<file path="config.mk">
export PLATFORM = sky130hd
export DESIGN_NAME = iicmb_wb_sequencer
export DESIGN_NICKNAME = d
export VERILOG_FILES = /design/src/rtl/iicmb_wb_sequencer.sv
export SDC_FILE = /design/constraint.sdc
export NUM_CORES = 1
export LEC_CHECK = 0
export ABC_AREA = 1
export BUFFER_PORTS_ARGS = -buffer_cell sky130_fd_sc_hd__buf_2
export CORE_MARGIN = 4
export CORE_UTILIZATION = 25
export DETAILED_ROUTE_END_ITERATION = 7
export PLACE_DENSITY = 0.48
export SLEW_MARGIN = 20
export SYNTH_ARGS = -nofsm -noshare
export SYNTH_HDL_FRONTEND = slang
export SYNTH_SLANG_ARGS = --single-unit
</file>
<file path="constraint.sdc">
create_clock -name clk_i -period 1.9 [get_ports clk_i]
set_input_delay 0.38 -clock clk_i [delete_from_list [all_inputs] [get_ports clk_i]]
set_output_delay 0.38 -clock clk_i [all_outputs]
set_load 0.02 [all_outputs]
</file>
<file path="src/rtl/iicmb_wb_sequencer.sv">
// rtl/iicmb_wb_sequencer.sv - Wishbone master that drives one iicmb_m_wb I2C transaction per request
// Register writes, irq waits and CMDR status reads are sequenced by a single FSM.
module iicmb_wb_sequencer #(
   parameter int LEN_W       = 6,
   parameter int BUS_W       = 4,
   parameter int IRQ_TIMEOUT = 65535
) (
   input  logic             clk_i,
   input  logic             rst_n_i,
   input  logic             req_valid_i,
   output logic             req_ready_o,
   input  logic [BUS_W-1:0] req_bus_i,
   input  logic [6:0]       req_addr_i,
   input  logic             req_rw_i,
   input  logic [LEN_W-1:0] req_len_i,
   input  logic [7:0]       wr_data_i,
   input  logic             wr_valid_i,
   output logic             wr_ready_o,
   output logic [7:0]       rd_data_o,
   output logic             rd_valid_o,
   input  logic             rd_ready_i,
   output logic             done_o,
   output logic [1:0]       status_o,
   output logic             cyc_o,
   output logic             stb_o,
   output logic             we_o,
   output logic [1:0]       adr_o,
   output logic [7:0]       dat_o,
   input  logic [7:0]       dat_i,
   input  logic             ack_i,
   input  logic             irq_i
);
   localparam int CNT_W = $clog2(IRQ_TIMEOUT + 1);

   typedef enum logic [4:0] {
      S_IDLE, S_EN_CSR, S_BUS_DPR, S_BUS_CMD, S_START_CMD, S_ADDR_DPR, S_ADDR_CMD,
      S_WR_WAIT, S_WR_DPR, S_WR_CMD, S_RD_CMD, S_RD_DPR, S_RD_OUT, S_STOP_CMD,
      S_WAIT_IRQ, S_READ_CMDR, S_ABORT
   } state_t;

   state_t state_q, state_d, last_q, last_d;
   logic cyc_q, cyc_d, we_q, we_d, core_en_q, core_en_d, rw_q, rw_d, done_q, done_d;
   logic [1:0] adr_q, adr_d, status_q, status_d;
   logic [7:0] dat_q, dat_d, byte_q, byte_d, rd_data_q, rd_data_d;
   logic [CNT_W-1:0] cnt_q, cnt_d;
   logic [BUS_W-1:0] bus_q, bus_d;
   logic [6:0] addr_q, addr_d;
   logic [LEN_W-1:0] left_q, left_d;
   logic acc, acc_we, ack_ok;
   logic [1:0] acc_adr;
   logic [7:0] acc_dat;

   always_ff @(posedge clk_i or negedge rst_n_i) begin
      if (!rst_n_i) begin
         state_q   <= S_IDLE;
         last_q    <= S_IDLE;
         cyc_q     <= 1'b0;
         we_q      <= 1'b0;
         adr_q     <= 2'd0;
         dat_q     <= 8'h00;
         core_en_q <= 1'b0;
         rw_q      <= 1'b0;
         done_q    <= 1'b0;
         status_q  <= 2'b00;
         byte_q    <= 8'h00;
         rd_data_q <= 8'h00;
         cnt_q     <= '0;
         bus_q     <= '0;
         addr_q    <= 7'd0;
         left_q    <= '0;
      end else begin
         state_q   <= state_d;
         last_q    <= last_d;
         cyc_q     <= cyc_d;
         we_q      <= we_d;
         adr_q     <= adr_d;
         dat_q     <= dat_d;
         core_en_q <= core_en_d;
         rw_q      <= rw_d;
         done_q    <= done_d;
         status_q  <= status_d;
         byte_q    <= byte_d;
         rd_data_q <= rd_data_d;
         cnt_q     <= cnt_d;
         bus_q     <= bus_d;
         addr_q    <= addr_d;
         left_q    <= left_d;
      end
   end

   always_comb begin
      state_d   = state_q;
      last_d    = last_q;
      cyc_d     = cyc_q;
      we_d      = we_q;
      adr_d     = adr_q;
      dat_d     = dat_q;
      core_en_d = core_en_q;
      rw_d      = rw_q;
      done_d    = 1'b0;
      status_d  = status_q;
      byte_d    = byte_q;
      rd_data_d = rd_data_q;
      cnt_d     = cnt_q;
      bus_d     = bus_q;
      addr_d    = addr_q;
      left_d    = left_q;
      acc       = 1'b1;
      acc_we    = 1'b1;
      acc_adr   = 2'd2;
      acc_dat   = 8'h00;

      // Register access each bus-facing state performs; all other states do no access.
      case (state_q)
         S_EN_CSR:    begin acc_adr = 2'd0; acc_dat = 8'hC0; end
         S_BUS_DPR:   begin acc_adr = 2'd1; acc_dat = 8'(bus_q); end
         S_BUS_CMD:   acc_dat = 8'h06;
         S_START_CMD: acc_dat = 8'h04;
         S_ADDR_DPR:  begin acc_adr = 2'd1; acc_dat = {addr_q, rw_q}; end
         S_ADDR_CMD,
         S_WR_CMD:    acc_dat = 8'h01;
         S_WR_DPR:    begin acc_adr = 2'd1; acc_dat = byte_q; end
         S_RD_CMD:    acc_dat = (left_q == LEN_W'(1)) ? 8'h03 : 8'h02;
         S_STOP_CMD:  acc_dat = 8'h05;
         S_READ_CMDR: acc_we = 1'b0;
         S_RD_DPR:    begin acc_we = 1'b0; acc_adr = 2'd1; end
         default:     acc = 1'b0;
      endcase

      ack_ok = acc && cyc_q && ack_i;
      if (acc && !cyc_q) begin
         cyc_d = 1'b1;
         we_d  = acc_we;
         adr_d = acc_adr;
         dat_d = acc_dat;
      end else if (ack_ok) begin
         cyc_d = 1'b0;
      end

      case (state_q)
         S_IDLE: begin
            if (req_valid_i) begin
               bus_d    = req_bus_i;
               addr_d   = req_addr_i;
               rw_d     = req_rw_i;
               left_d   = req_len_i;
               status_d = 2'b00;
               state_d  = core_en_q ? S_BUS_DPR : S_EN_CSR;
            end
         end
         S_EN_CSR: if (ack_ok) begin core_en_d = 1'b1; state_d = S_BUS_DPR; end
         S_BUS_DPR:  if (ack_ok) state_d = S_BUS_CMD;
         S_ADDR_DPR: if (ack_ok) state_d = S_ADDR_CMD;
         S_WR_DPR:   if (ack_ok) state_d = S_WR_CMD;
         S_BUS_CMD, S_START_CMD, S_ADDR_CMD, S_WR_CMD, S_RD_CMD, S_STOP_CMD: begin
            if (ack_ok) begin
               last_d  = state_q;
               cnt_d   = CNT_W'(IRQ_TIMEOUT);
               state_d = S_WAIT_IRQ;
            end
         end
         S_WAIT_IRQ: begin
            if (irq_i) begin
               state_d = S_READ_CMDR;
            end else if (cnt_q <= CNT_W'(1)) begin
               status_d  = 2'b11;
               core_en_d = 1'b0;
               done_d    = 1'b1;
               state_d   = S_IDLE;
            end else begin
               cnt_d = cnt_q - 1'b1;
            end
         end
         S_READ_CMDR: begin
            if (ack_ok) begin
               if (dat_i[5]) begin
                  // Arbitration lost: the bus is not ours, so no STOP.
                  status_d = 2'b10;
                  done_d   = 1'b1;
                  state_d  = S_IDLE;
               end else if (dat_i[4]) begin
                  status_d = 2'b11;
                  state_d  = S_ABORT;
               end else if (dat_i[6]) begin
                  if (last_q == S_ADDR_CMD || last_q == S_WR_CMD) begin
                     status_d = 2'b01;
                     state_d  = S_STOP_CMD;
                  end else begin
                     status_d = 2'b11;
                     state_d  = S_ABORT;
                  end
               end else if (!dat_i[7]) begin
                  status_d = 2'b11;
                  state_d  = S_ABORT;
               end else begin
                  case (last_q)
                     S_BUS_CMD:   state_d = S_START_CMD;
                     S_START_CMD: state_d = S_ADDR_DPR;
                     S_ADDR_CMD:  state_d = (left_q == '0) ? S_STOP_CMD : (rw_q ? S_RD_CMD : S_WR_WAIT);
                     S_WR_CMD: begin
                        left_d  = left_q - 1'b1;
                        state_d = (left_q == LEN_W'(1)) ? S_STOP_CMD : S_WR_WAIT;
                     end
                     S_RD_CMD:    state_d = S_RD_DPR;
                     default: begin
                        done_d  = 1'b1;
                        state_d = S_IDLE;
                     end
                  endcase
               end
            end
         end
         S_WR_WAIT: if (wr_valid_i) begin byte_d = wr_data_i; state_d = S_WR_DPR; end
         S_RD_DPR:  if (ack_ok) begin rd_data_d = dat_i; state_d = S_RD_OUT; end
         S_RD_OUT: begin
            if (rd_ready_i) begin
               left_d  = left_q - 1'b1;
               state_d = (left_q == LEN_W'(1)) ? S_STOP_CMD : S_RD_CMD;
            end
         end
         S_ABORT: begin
            cyc_d     = 1'b0;
            core_en_d = 1'b0;
            done_d    = 1'b1;
            state_d   = S_IDLE;
         end
         default: state_d = S_IDLE;
      endcase
   end

   assign req_ready_o = (state_q == S_IDLE);
   assign wr_ready_o  = (state_q == S_WR_WAIT) && wr_valid_i;
   assign rd_valid_o  = (state_q == S_RD_OUT);
   assign rd_data_o   = rd_data_q;
   assign done_o      = done_q;
   assign status_o    = status_q;
   assign cyc_o       = cyc_q;
   assign stb_o       = cyc_q;
   assign we_o        = we_q;
   assign adr_o       = adr_q;
   assign dat_o       = dat_q;
endmodule

</file>
# Word-level counts from Yosys, hierarchy flattened
# Cells that the tools add are included.
[totals]
register_bits = 76
in_bits = 41
wordCells = 157
[op_classes]
n_addsub = 2
order_cmp = 1
eq_ne = 42
mux = 68
reduce_logical = 28
[ops]
columns = ["cell", "count"]
rows = [
  ["$mux W5", 17],
  ["$pmux W8 S9", 1],
  ["$pmux W5 S11", 1],
  ["$eq A5 B4 Y1 const B", 10],
  ["$mux W16", 3],
  ["$mux W6", 8],
  ["$ne A2 B2 Y1 const B", 17],
  ["$pmux W16 S2", 1],
  ["$eq A5 B3 Y1 const B", 6],
  ["$mux W2", 10],
  ["$pmux W4 S5", 1],
  ["$pmux W6 S3", 1],
  ["$mux W1", 17],
  ["$le A16 B1 Y1 const B", 1],
  ["$sub A16 B1 Y16 const B", 1],
  ["$eq A5 B2 Y1 const B", 3],
  ["$mux W4", 3],
  ["$reduce_bool A3 Y1", 4],
  ["$reduce_or A12 Y1", 1],
  ["$reduce_and A11 Y1", 1],
  ["$reduce_and A9 Y1", 1],
  ["$reduce_and A2 Y1", 4],
  ["$reduce_and A4 Y1", 2],
  ["$eq A6 B1 Y1 const B", 1],
  ["other kinds (21)", 26],
]

# Depth between registers and ports, before layout
[depth]
word_depth = 9
mapped_depth = 12

# Worst setup path after synthesis
# Ideal clock, no wire load.
[synth_timing]
kind = "register to register"
start = "register state_q[2]"
end = "register addr_q[2]"
setup_ns = 0.133
arrival_ns = 1.680
t_required_ns = 1.767
slack_ns = 0.087
stages_incl_launch_ff = 8
path_buffers = 1
path_cell_list = "dfrtp_1 > nor2_1 > inv_1 > nor2_2 > nand2_1 > clkbuf_1 > nor2_1 > a21oi_1"
[synth_between]
elab_chain_cells = 2
[synth_lines]
columns = ["element", "line_no", "rtl"]
rows = [
  ["start: declaration", "41", "state_t state_q, state_d, last_q, last_d;"],
  ["start signal: assignment", "72", "state_q <= state_d;"],
  ["$logic_not A5 Y1", "-", ""],
  ["via req_ready_o", "11", "output logic req_ready_o,"],
  ["$reduce_and A2 Y1 (no line)", "-", ""],
  ["end signal: assignment", "86", "addr_q <= addr_d;"],
  ["end: declaration", "47", "logic [6:0] addr_q, addr_d;"],
]
# The timed path passes the listed nets, and every way through them passes these cells.
# A chain may end at the register's enable or synchronous reset.

# Worst setup path in the final report
[layout_timing]
start = "register state_q[0]"
end = "register dat_q[0], in the netlist dat_o[0]"
[layout_between]
elab_chain_cells = 4
elab_cells_between_ends = 17
classes_between = "12 x eq/ne; 2 x mux; 3 x reduce/logical"
[layout_lines]
columns = ["element", "line_no", "rtl"]
rows = [
  ["$eq A5 B4 Y1, or another cell as far along", "114", "case (state_q)"],
  ["$reduce_or A12 Y1 (no line)", "-", ""],
  ["$mux W1", "114", ""],
  ["$logic_and A1 B1 Y1", "131", "if (acc && !cyc_q) begin"],
  ["end signal: assignment", "77", "dat_q <= dat_d;"],
  ["end: declaration", "44", "logic [7:0] dat_q, dat_d, byte_q, byte_d, rd_data_q, rd_data_d;"],
]
# Several ways; a longest one is shown, not always the timed one.

==> flow_summary.yaml <==
outcome:
  status: "complete, no violations"
worst_setup_path:
  path_cells: "buf_4, inv_1, nor2_1, nand3_1, nand2_2, nor2_2, nand3_2, nand2_2, buf_6, inv_2, o21ai_1, nand2_1"
  r2r-end: "dat_o[0]"
  crit_fanout: 8
  cp_top_family: "simple AND/OR/NAND/NOR gates"
  crit_type: "flip-flop to flip-flop"
  r2r_start: "state_q[0]"
  cp_slowest_cell: "dfrtp_2"
  rrSetupSlack_ns: 0.08
  critical_path.max_stage_delay_ns: 0.48
  startpoint_type: "flip-flop"
  cp-endpoint: "dat_o[0]"
  critPathCaptureType: "flip-flop"
  cp-startpoint: "state_q[0]"
  cp.buffers_inverters: 4
  worstRegToRegCells: 12
  crit_top_cell: "nand2_2"
  critPathArrivalTime_ns: 2.05
  path_depth: 12
  critPathRequiredTime_ns: 2.13
power_and_ir_drop:
  clockPowerShare_pct: 18.9
  p_int_uw: 5130
  irDropWorstVdd_v: 0.000538
  swShare_pct: 43.7
  net-switching-power_uw: 3990
  comb_power_share_pct: 48.7
  total_power_uw: 9120
  leakagePower_uw: 0.00296
  seqPwrFrac_pct: 32.5
  power_density_nw_per_um2: 1620
sta:
  finalHoldViolCount: 0
  clock.fmax_mhz: 549
  setup_viol: 0
  min_period_ns: 1.82
  worst_slew_pin_slew_ns: 0.433
  drv_slew: 0
  rsz0062_at_grt: "true"
  fin_worst_skew_ns: 0.00545
  whs_ns: 0.232
  relSlewSlack_pct: 71.1
  period_share_pct: 95.8
final_layout:
  drive_gt1_share_pct: 24.3
  final_area_um2: 5630
  n_antenna_cell: 0
  nNetsFinal: 758
  fin_util_pct: 33.6
  syn2layout_area_growth_pct: 30.0
global_routing:
  globalRouteOverflowTotal: 0
  antenna_found_initial: 0
  grt_start_max_net_pins: 32
  grt_pass1_wl_um: 20600
  grt_pass1_vias: 3993
  grt_use_total_pct: 13.0
synth:
  ys_seq_area_share_pct: 43.9
  avgSynthCellArea_um2: 7.17
  ys_warn_count: 0
  yosys.area_share.simple_pct: 32.6
  synth_mux_area_share_pct: 3.12
  synth_nets: 650
  synth_area_um2: 4330
  synth_xor_area_share_pct: 2.23
  synth_cell_types: 29
  synth-seq-cells: 76
  synthAdderAreaFrac_pct: 1.45
  synthCells: 604
  synth_top_family_by_area: "simple AND/OR/NAND/NOR gates"
  synth-compound-area-share_pct: 9.45
die:
  rows: 47
  die_area_um2: 19500
  pin_count: 68
  die_h_um: 140
  core-area_um2: 16800
  die_w_um: 140
  start_util_pct: 25.8
cts:
  cts.sinks: 76
  cts_buffer_depth: 2
  clk_pin_slew_ns: 0.06
  ctsRootBufferMaster: "clkbuf_16"
  clk_latency_ns: 0.34
  cts_made_buffers: 9
  cts.htree.levels: 3
  cts_tree: "done"
routing:
  wl_um: 12400
  vias: 4050
  drtIter0Drc: 212
  final_antenna_net_count: 0
  firstDrtPassIters: 4
  route.detailed.wl_per_inst_um: 13.2
  routed_via_density: 4.33
  drc_errors: 0
hold_path:
  hold_path.class: "input port to flip-flop"
place:
  routabilityCongestion: 0.923
  portBuffers: 67
  place_area_um2: 5170
  dp_hpwl_um: 9620
run:
  drv_cap: 0
## per-stage QoR
step	worst slack (ns)	setup TNS, ns	instances
5_1_grt	-0.0180	-0.0709	936
3_5_place_dp	0.0966	0	915
3_3_place_gp	0.0579	0	915
4_1_cts	-0.00643	-0.00643	932
6_report	0.0794	0	936
2_1_floorplan	0.0871	0	604
## layout by cell type (no fill, tap or decap), types with 2 or more instances in the layout
cell and instances:
nand2_1 192, inv_1 61, nand3_2 3, buf_2 65
o21ai_0 30, clkinvlp_4 2, mux2_2 12, o21ai_1 26
dfrtp_2 4, buf_6 2, nand2_2 7, nand3_1 33
a221oi_1 2, nor2_2 10, nor2_4 9, xor2_1 7
nor2_1 76, o21a_1 2, xnor2_1 4, nor3_1 7
buf_12 3, dfrtp_1 72, a21oi_1 13, clkbuf_16 9
ha_1 5, inv_2 7, nand4_1 6, buf_4 35
## layer usage
| metal | routed length [um] | up-vias | part of all wire (%) | GRT usage (%) |
|---|---|---|---|---|
| met5 | 0 | - | 0 | 0 |
| met4 | 263 | 0 | 2.1 | 4.33 |
| met3 | 636 | 15 | 5.1 | 3.43 |
| li1 | - | 2126 | - | - |
| met1 | 6070 | 1817 | 49 | 18.3 |
| met2 | 5410 | 92 | 44 | 19.4 |
## cell usage after synthesis (all sizes together)
cell,number,area (um^2)
nand3b,1,7.51
o211ai,1,7.51
nor3,7,35.0
o22ai,1,6.26
nand2,200,763
xnor2,4,35.0
o21a,2,15.0
xor2,7,61.3
o21ai,56,280
clkbuf,3,11.3
nand4,6,37.5
mux2,12,135
buf,6,40.0
dfrtp,76,1900
inv,68,255
a21oi,14,73.8
a31o,1,8.76
nor2,95,379
clkinv,1,3.75
ha,5,62.6
nand3,36,190
a221oi,2,17.5
## tightest hold or removal path: cells and delay by family
kind,cells,cell delay [ns]
buffers and inverters,1,0.07
AND/OR/NAND/NOR,2,0.08
## how the worst min path moves through the flow
stage | endpoint | cells past startpoint | slack (ns) | start
floorplan | addr_q[0] | 0 | 0.08 | rst_n_i
global placement | cnt_q[9] | 1 | 0.35 | rst_n_i
detailed placement | cnt_q[9] | 1 | 0.36 | rst_n_i
CTS | byte_q[2] | 3 | 0.23 | wr_data_i[2]
global route | byte_q[2] | 3 | 0.23 | wr_data_i[2]
finish | byte_q[2] | 3 | 0.23 | wr_data_i[2]
## layout make-up
| class | count | area [um^2] |
|---|---|---|
| clock inverters | 4 | 50.0 |
| fillers | 1862 | 11100 |
| inverters | 69 | 259 |
| repair buffers | 106 | 681 |
| flip-flops and latches | 76 | 1910 |
| multi-input cells | 450 | 2210 |
| clock buffers | 11 | 243 |
| well taps | 220 | 275 |
## state kept, by name, summed over array words and instances (netlist names), 2 cells and up
register   flops
cnt_q         16
dat_o          8
byte_q         8
status_o       2
bus_q          4
state_q        5
last_q         5
addr_q         7
adr_o          2
left_q         6
rd_data_o      8
## repair_timing
action,4_1_cts,5_1_grt
setup buffers,1,5
gates resized for setup,9,23
cloned,0,0
endpoints found under the setup margin,3,45
hold endpoints to repair,3,0
pin swaps,1,3
hold buffers,1,0
## kinds of logic (layout without fill, tap and decap cells)
kind of cell	after synthesis	count (layout)
muxes	12	12
buffers and inverters	78	190
AOI/OAI and AO/OA	77	77
and+or+nand+nor	345	345
adders and majority gates	5	5
xor gates and xnor gates	11	11
DFF	76	76
## power groups by stage
stage	logic [uW]	registers, uW	clock network [uW]
3_5_place_dp	4220	2940	0
3_3_place_gp	4200	2940	0
4_1_cts	4290	2940	1770
6_report	4440	2960	1720
2_1_floorplan	2720	3000	0
5_1_grt	5040	3070	1840
Power figures use the tool's default switching activity.
